==> src/rtl/hs_sync_fifo.sv <==
// hs_sync_fifo: parametrised single-clock valid/ready FIFO, first-word-fall-through,
// any depth >= 2. Define HS_FIFO_BYPASS_EN for zero-latency pass-through when empty.
module hs_sync_fifo #(
    parameter int unsigned DATA_WIDTH = 32,
    parameter int unsigned DATA_DEPTH = 4,
    parameter int unsigned AF_LEVEL   = DATA_DEPTH - 1,
    parameter int unsigned AE_LEVEL   = 1,
    parameter bit          PIPE_FULL  = 1'b1
) (
    input  logic                                clk,
    input  logic                                rst_n,
    input  logic                                flush,
    input  logic [DATA_WIDTH-1:0]               enq_data,
    input  logic                                enq_valid,
    output logic                                enq_ready,
    output logic [DATA_WIDTH-1:0]               deq_data,
    output logic                                deq_valid,
    input  logic                                deq_ready,
    output logic [$clog2(DATA_DEPTH+1)-1:0]     count,
    output logic                                almost_full,
    output logic                                almost_empty
);

    localparam int unsigned PTR_W = $clog2(DATA_DEPTH);
    localparam int unsigned CNT_W = $clog2(DATA_DEPTH + 1);

    generate
        if (DATA_DEPTH < 2 || AF_LEVEL > DATA_DEPTH || AE_LEVEL >= DATA_DEPTH) begin : g_bad_params
            $error("hs_sync_fifo: illegal DATA_DEPTH/AF_LEVEL/AE_LEVEL combination");
        end
    endgenerate

    logic [DATA_WIDTH-1:0] mem [DATA_DEPTH];
    logic [PTR_W-1:0]      wr_ptr;
    logic [PTR_W-1:0]      rd_ptr;
    logic                  wr_wrap;
    logic                  rd_wrap;

    logic ptr_eq;
    logic empty;
    logic full;
    logic enq_fire;
    logic deq_fire;
    logic pass;
    logic wr_en;
    logic rd_en;

    // Explicit wrap at DATA_DEPTH-1 so non-power-of-two depths work.
    function automatic logic [PTR_W-1:0] ptr_inc(input logic [PTR_W-1:0] p);
        if (p == PTR_W'(DATA_DEPTH - 1))
            return '0;
        else
            return p + PTR_W'(1);
    endfunction

    assign ptr_eq = (wr_ptr == rd_ptr);
    assign empty  = ptr_eq && (wr_wrap == rd_wrap);
    assign full   = ptr_eq && (wr_wrap != rd_wrap);

    assign enq_ready = PIPE_FULL ? (!full || deq_ready) : !full;

`ifdef HS_FIFO_BYPASS_EN
    logic bypass;
    assign bypass    = empty && enq_valid;
    assign deq_valid = !empty || bypass;
    assign deq_data  = bypass ? enq_data : mem[rd_ptr];
    // A word consumed in its arrival cycle never touches storage or pointers.
    assign pass      = bypass && deq_ready;
`else
    assign deq_valid = !empty;
    assign deq_data  = mem[rd_ptr];
    assign pass      = 1'b0;
`endif

    assign enq_fire = enq_valid && enq_ready;
    assign deq_fire = deq_valid && deq_ready;
    assign wr_en    = enq_fire && !pass && !flush;
    assign rd_en    = deq_fire && !pass && !flush;

    always_ff @(posedge clk) begin
        if (wr_en)
            mem[wr_ptr] <= enq_data;
    end

    always_ff @(posedge clk or negedge rst_n) begin
        if (!rst_n) begin
            wr_ptr  <= '0;
            rd_ptr  <= '0;
            wr_wrap <= 1'b0;
            rd_wrap <= 1'b0;
            count   <= '0;
        end else if (flush) begin
            wr_ptr  <= '0;
            rd_ptr  <= '0;
            wr_wrap <= 1'b0;
            rd_wrap <= 1'b0;
            count   <= '0;
        end else begin
            if (wr_en) begin
                wr_ptr <= ptr_inc(wr_ptr);
                if (wr_ptr == PTR_W'(DATA_DEPTH - 1))
                    wr_wrap <= !wr_wrap;
            end
            if (rd_en) begin
                rd_ptr <= ptr_inc(rd_ptr);
                if (rd_ptr == PTR_W'(DATA_DEPTH - 1))
                    rd_wrap <= !rd_wrap;
            end
            case ({wr_en, rd_en})
                2'b10:   count <= count + CNT_W'(1);
                2'b01:   count <= count - CNT_W'(1);
                default: count <= count;
            endcase
        end
    end

    assign almost_full  = (count >= CNT_W'(AF_LEVEL));
    assign almost_empty = (count <= CNT_W'(AE_LEVEL));

endmodule
==> config.mk <==
export PLATFORM = sky130hd
export DESIGN_NAME = hs_sync_fifo
export DESIGN_NICKNAME = d
export VERILOG_FILES = /design/src/rtl/hs_sync_fifo.sv
export SDC_FILE = /design/constraint.sdc
export NUM_CORES = 1
export LEC_CHECK = 0
export CORE_MARGIN = 2
export CORE_UTILIZATION = 58
export CTS_BUF_LIST = sky130_fd_sc_hd__clkbuf_4 sky130_fd_sc_hd__clkbuf_8 sky130_fd_sc_hd__clkbuf_16
export CTS_CLUSTER_DIAMETER = 80
export DETAILED_ROUTE_END_ITERATION = 8
export PLACE_DENSITY = 0.93
export SYNTH_ARGS = -nofsm -noshare
export SYNTH_HDL_FRONTEND = slang
export SYNTH_SLANG_ARGS = --single-unit
==> constraint.sdc <==
create_clock -name clk -period 11.1 [get_ports clk]
set_clock_uncertainty 0.1 [all_clocks]
set_input_delay 2.22 -clock clk [delete_from_list [all_inputs] [get_ports clk]]
set_output_delay 2.22 -clock clk [all_outputs]
set_load 0.05 [all_outputs]
# [After elaboration in Yosys (flattened, before gate mapping)]
# Memories as Yosys holds them, arrays and structs flattened.
# Cells that the tools add are included.
[op_classes] n_eq_ne=7 reduce_logical=19 add_sub_neg=4 muxes=16 magnitude_cmp=2
[ops] operator="$mux 2" n=6
[ops] operator="$mux 1" n=8
[ops] operator="$reduce_bool 2->1" n=4
[ops] operator="$eq 2x2->1 const B" n=3
[ops] operator="$logic_and 1x1->1" n=6
[ops] operator="$pmux 3 s2" n=1
[ops] operator="$logic_not 1->1" n=5
[ops] operator="$add 2x1->2 const B" n=2
[ops] operator="$reduce_and 2->1" n=2
[ops] operator="$add 3x1->3 const B" n=1
[ops] operator="$ge 3x2->1 const B" n=1
[ops] operator="$le 3x1->1 const B" n=1
[ops] operator="$mux 3" n=1
[ops] operator="$reduce_bool 3->1" n=1
[ops] operator="$sub 3x1->3 const B" n=1
[ops] operator="$eq 2x1->1 const B" n=1
[ops] operator="$eq 2x2->1" n=1
[ops] operator="$eq 1x1->1" n=1
[ops] operator="$logic_or 1x1->1" n=1
[ops] operator="$ne 1x1->1" n=1
[word_totals] wordCells=54 in_bits=37 mem_bits_rw=128 reg_bits=9 n_memories=1
[mem_list] memory="mem" words=4 word_bits=32 read_ports=1 rd_ports_with_merged_regs=0 write_ports=1 line="33" source="logic [DATA_WIDTH-1:0] mem [DATA_DEPTH];"

# [Logic depth before layout (Yosys ltp)]
# Gate-level depths: netlist of the first run.
[depth] depth_word=9 mapped_depth=6 depth_no_buf=6

# [Least setup slack after synthesis of the first run]
# Ideal clock, no wire load.
[synth_timing] kind="input to register" from="input enq_valid" to="memory mem[3][0] (enable)" cell_stages=3 setup_time_ns=0.461 arrival_time_ns=4.754 setup_slack_ns=5.785 n_path_buf=1 cell_sequence="clkbuf_2 -> o41ai_4 -> nor3_1"
[synth_between] elab_chain_cells=4
[synth_rtl] item="start, declared" line="14" source="input logic enq_valid,"
[synth_rtl] item="$logic_and 1x1->1" line="75" source="assign enq_fire = enq_valid && enq_ready;"
[synth_rtl] item="$logic_and 1x1->1" line="77" source="assign wr_en = enq_fire && !pass && !flush;"
[synth_rtl] item="$mux 1" line="81" source="if (wr_en)"
[synth_rtl] item="$mux 1 (not written as such)" line="82" source="mem[wr_ptr] <= enq_data;"
[synth_rtl] item="end, declared" line="33"
# No other way between the ends.

# [Worst setup path after layout of the first run]
[layout_timing] from="input deq_ready" to="output enq_ready"
[layout_between] elab_chain_cells=1
[layout_rtl] item="start, declared" line="18" source="input logic deq_ready,"
[layout_rtl] item="$logic_or 1x1->1" line="60" source="assign enq_ready = PIPE_FULL ? (!full || deq_ready) : !full;"
[layout_rtl] item="end, declared" line="15" source="output logic enq_ready,"
# No other way between the ends.

==> out/metrics.cfg, run 1 <==
[route]
avgRoutedWirePerCell_um=22.0
dr.pass1.iters=4
num_vias=2744
vias_per_cell=5.90
drt_iter0_markers=123
ant_nets=0
routed_wirelength_um=10200
drc=0

[global_route]
grt_most_used_layer=met2
grt_pass1_vias=2888
overflow=0
use_met3_pct=7.14
antenna_found_initial=0
grt_util_all_layers_pct=22.3
grt_start_max_net_pins=38
grt_pass1_wl_um=16000
met2_usage_pct=36.8
met1_usage_pct=27.5

[timing]
period_share_pct=55.7
slew_violations=0
setup_violations=0
worst_pin_slew_ns=1.06
max_freq_mhz=162
rsz0062_at_grt=no
slew_headroom_pct=29.1
fin_crit_ns=6.18
tns_ns=0
hold_viol=0

[clocking]
clock_latency_ns=0.51
cts_resized=0
cts_buffer_depth=2
cts_buffers=17
ctsRootBufferMaster=clkbuf_8
cts_tree=done
path_clk_slew_ns=0.06
htreeDepth=4
ctsHoldBuffers=0
clock-sinks=137
cts_setup_buffers=0

[logic_synthesis]
syn-num-nets=301
ys_seq_elements=137
synthFlopType=edfxtp_1
synth_cell_types=37
avgSynthCellArea_um2=21.2
yosysTopAreaCellShare_pct=71.0
syn-cell-area_mm2=0.00541
ys_seq_area_share_pct=75.2
yosys-top-cells-area=edfxtp_1 71%, mux4_2 13%, dfrtp_1 4.2%
synthArstFlopShare_pct=6.57
yosys.area.top_type=edfxtp_1
synth_edf_count=128
syn_inst=255
ys_warn_count=0

[floorplanning]
die_area_mm2=0.0101
die_x_um=101
rows=35
die_h_um=101
start_util_pct=59.1
io_pins=76
coreArea_mm2=0.00915

[finish]
area_growth_pct=27.3
drive_above_1_share_pct=21.5
post-route-util_pct=75.3
final_cell_mix=128 x edfxtp_1, 75 x clkdlybuf4s50_1, 32 x mux4_2
postLayoutCellArea_mm2=0.00689
nets=387
layout_commonest_cell=edfxtp_1
diodes=0

[power]
p_total_mw=1.40
p_leak_nw=2.29
power_density_mw_per_mm2=203
peakVddDrop_mv=0.163

[status]
run_status=finished clean

[worst_setup_path]
crit_type=in2out
worstPathMaxFanout=7
critPathCaptureType=primary output
crit_arrival_ns=3.86
reg2reg_depth=5
cp.required_ns=8.78
critPathLaunchType=input pin

[placement]
placed_area_mm2=0.00628
place_congestion=0.885
port_buffers=75
dp_hpwl_um=5690

[min_path]
hp-class=reg2reg
hold_depth=2

[run]
cap_viol_max_count=0

==> power by group <==
group	switching, mW	internal, mW	total, mW
sequential	0.0111	0.581	0.592
combinational	0.145	0.0917	0.237
clock	0.219	0.351	0.569
==> path summary, 6_finish.rpt <==
check	slack [ns]	from	endpoint
hold reg to reg	0.54	count[0]$_DFFE_PN0P_	count[0]$_DFFE_PN0P_
min in group asynchronous	1.92	rst_n	rd_wrap$_DFFE_PN0P_
setup / recovery	4.92	deq_ready	enq_ready
setup reg to reg	7.90	rd_ptr[0]$_DFFE_PN0P_	mem[3][13]$_DFFE_PP_
max in group asynchronous	8.65	rst_n	rd_ptr[0]$_DFFE_PN0P_
hold / removal	0.54	count[0]$_DFFE_PN0P_	count[0]$_DFFE_PN0P_
==> cell usage after synthesis, types with 2 or more instances <==
cell type and n:
xor2_1 2, or3_1 3, edfxtp_1 128, o31ai_1 2, nor2_1 8, o311ai_0 2
ha_1 9, xnor2_1 3, o21ai_0 5, clkbuf_1 2, nand4_1 2, inv_1 8
mux4_2 32, dfrtp_1 9, a21oi_1 6, and2_1 3, nand2_1 6, buf_1 2
mux2i_1 2, buf_2 4
==> cells by family after synthesis <==
kind of cell               after synthesis  share of synthesized area (%)
adders and majority gates                9                           2.08
and+or+nand+nor                         28                           2.64
DFF                                    137                           75.2
AOI/OAI and AO/OA                       21                           2.94
muxes                                   34                           13.7
buffers and inverters                   18                           1.43
xor gates and xnor gates                 8                           2.06
==> layout make-up <==
type                    count  area, µm²
well taps                 111        139
flip-flops and latches    137       4070
repair buffers             77        766
fillers                   493       2260
inverters                   8       30.0
clock inverters            14        186
multi-input cells         100       1270
clock buffers              18        422
==> critical path, cell delays in order <==
cell and delay, ns:
clkdlybuf4s50_1 0.62, inv_1 0.13, nand3_1 0.08, clkdlybuf4s50_1 0.80
==> stage by stage <==
| step | hold WS, ns | setup WS, ns | instances |
|---|---|---|---|
| after floorplan | 0.480 | 5.79 | 255 |
| after global routing | 0.582 | 4.85 | 465 |
| after global placement | 0.513 | 4.96 | 433 |
| after CTS | 0.540 | 4.92 | 465 |
| after detailed placement | 0.531 | 4.92 | 433 |
| final | 0.539 | 4.92 | 465 |
==> layer usage <==
metal,vias to the layer above,share of wire [%]
met5,-,0
met4,0,2.1
met3,16,5.6
met2,96,53
met1,1402,40
li1,1230,-
==> state kept, by name (all words and copies together) (netlist names) <==
register	flops
rd_ptr	2
wr_wrap	1
wr_ptr	2
count	3
rd_wrap	1
mem	128
Note: power is estimated with default switching activity, not from simulation.
==> inputs of run 2 (changes only) <==
--- a/config.mk
+++ b/config.mk
@@ -6,11 +6,11 @@
 export NUM_CORES = 1
 export LEC_CHECK = 0
 export CORE_MARGIN = 2
-export CORE_UTILIZATION = 58
+export CORE_UTILIZATION = 54
 export CTS_BUF_LIST = sky130_fd_sc_hd__clkbuf_4 sky130_fd_sc_hd__clkbuf_8 sky130_fd_sc_hd__clkbuf_16
 export CTS_CLUSTER_DIAMETER = 80
 export DETAILED_ROUTE_END_ITERATION = 8
-export PLACE_DENSITY = 0.93
+export PLACE_DENSITY = 0.88
 export SYNTH_ARGS = -nofsm -noshare
 export SYNTH_HDL_FRONTEND = slang
 export SYNTH_SLANG_ARGS = --single-unit
==> constraint.sdc (replaced) <==
create_clock -name clk -period 6.4 [get_ports clk]
set_clock_uncertainty 0.1 [all_clocks]
set_input_delay 1.28 -clock clk [delete_from_list [all_inputs] [get_ports clk]]
set_output_delay 1.28 -clock clk [all_outputs]
set_load 0.05 [all_outputs]
==> run 2 against run 1 <==
Effect of this change: via count decreased by 0.47%; global-route usage decreased by 3.5 points; flip-flop and latch count unchanged; register-to-register slack got worse by 4.4 ns; die area increased by 7.1%; routed wire length decreased by 8.7%; first-iteration DRC count increased by 33%; critical path depth decreased by 1; utilization decreased by 5.0 points; sequential power increased by 74%; sequential share of layout area increased by 0.45 points; largest cell class unchanged.
==> out/metrics.cfg, run 2 (same netlist as run 1, synthesis figures left out) <==
[placement]
place_congestion=0.861
dp_hpwl_um=5500
port_buffers=75
placed_area_mm2=0.00632
place_worst_setup_slack_ns=2.13

[route]
ant_nets=0
avgRoutedWirePerCell_um=19.2
drc=0
num_vias=2731
dr.pass1.iters=4
drt_iter0_markers=163
vias_per_cell=5.60
routed_wirelength_um=9350

[timing]
hold_viol=0
slew_violations=0
setup_violations=0
period_share_pct=69.2
rsz0062_at_grt=no
tns_ns=0
final.setup.worst_slack_ns=1.97
fin_crit_ns=4.43
max_freq_mhz=226
timing.hold.ws_ns=0.532
slew_headroom_pct=35.7
worst_pin_slew_ns=0.964

[worst_setup_path]
critPathLaunchType=flop
cp.required_ns=5.02
crit_arrival_ns=3.05
worstPathMaxFanout=20
crit_type=reg2out
critPathCaptureType=primary output

[floorplanning]
rows=36
start_util_pct=55.6
die_area_mm2=0.0108
die_x_um=104
die_h_um=104
coreArea_mm2=0.00973
io_pins=76

[finish]
layout_commonest_cell=edfxtp_1
area_growth_pct=26.3
largest_register_ffs=128
top_register=mem
nets=388
largestRegisters=mem (128), count (3)
diodes=0
drive_above_1_share_pct=21.7
fill_cells=623
postLayoutCellArea_mm2=0.00684
final_cell_mix=128 x edfxtp_1, 75 x clkdlybuf4s50_1, 32 x mux4_2

[power]
peakVddDrop_mv=0.246
power_density_mw_per_mm2=333
p_leak_nw=2.26

[run]
cap_viol_max_count=0

[global_route]
grt_start_max_net_pins=37
antenna_found_initial=0
grt_util_all_layers_pct=18.8
grt_pass1_wl_um=15200
overflow=0
grt_pass1_vias=2877

[min_path]
hp-class=reg2reg

[clocking]
cts_setup_buffers=0
clock-sinks=137
cts_resized=0
ctsRootBufferMaster=clkbuf_8
cts_buffers=17
cts_buffer_depth=2
htreeDepth=4
clock_latency_ns=0.51
ctsHoldBuffers=0
path_clk_slew_ns=0.06
cts_tree=done

[status]
run_status=finished clean

==> run 2: cell types whose count changed in the layout (fill, tap and decap cells not counted), sizes merged <==
cell	change
clkinv	+6
inv	-5
bufinv	-3
clkbuf	+2
buf	+1
==> run 2: report_power, final <==
group          internal, mW  leakage, nW  switching [mW]
registers              1.01         1.28          0.0268
clock network         0.491        0.253           0.351
logic                 0.159        0.730           0.241
total                  1.66         2.26           0.619
==> run 2: worst max-delay path, stage by stage, from the launching register on <==
cell             delay, ns
dfrtp_2               0.71
buf_4                 0.47
mux4_2                0.59
clkdlybuf4s50_1       0.72
==> run 2: path summary, 6_finish.rpt <==
path                                       start               endpoint  slack, ns  cells past startpoint
setup / recovery           rd_ptr[0]$_DFFE_PN0P_            deq_data[9]       1.97                      3
hold / removal               rd_wrap$_DFFE_PN0P_    rd_wrap$_DFFE_PN0P_       0.53                      2
setup reg to reg           rd_ptr[1]$_DFFE_PN0P_   mem[0][24]$_DFFE_PP_       3.47                      4
hold reg to reg              rd_wrap$_DFFE_PN0P_    rd_wrap$_DFFE_PN0P_       0.53                      2
max in group asynchronous                  rst_n  rd_ptr[1]$_DFFE_PN0P_       4.88                      1
min in group asynchronous                  rst_n    wr_wrap$_DFFE_PN0P_       0.99                      1
==> run 2: layout make-up <==
class / instances / area [µm²] / area share [%]
clock buffer: 20 / 443 / 6.48
clock inverter: 12 / 77.6 / 1.13
inverter: 8 / 30.0 / 0.439
multi-input combinational: 100 / 1270 / 18.6
sequential: 137 / 4070 / 59.6
tap: 133 / 166 / 2.43
timing repair buffer: 78 / 773 / 11.3
==> run 2: routing by layer <==
layer | track usage [%] | vias to the layer above | wire length (µm)
met5 | 0 | - | 0
met4 | 5.98 | 0 | 35
met3 | 6.83 | 4 | 499
met2 | 30.3 | 82 | 4810
met1 | 24.2 | 1417 | 4010
li1 | - | 1228 | -
==> run 2: stage by stage <==
step | power [mW] | cells | utilization (%)
final | 2.28 | 488 | 70.3
after global routing | 2.36 | 488 | 70.3
after floorplan | 1.32 | 255 | -
after global placement | 1.45 | 456 | 64.9
after detailed placement | 1.45 | 456 | 64.9
after CTS | 2.30 | 488 | 70.3
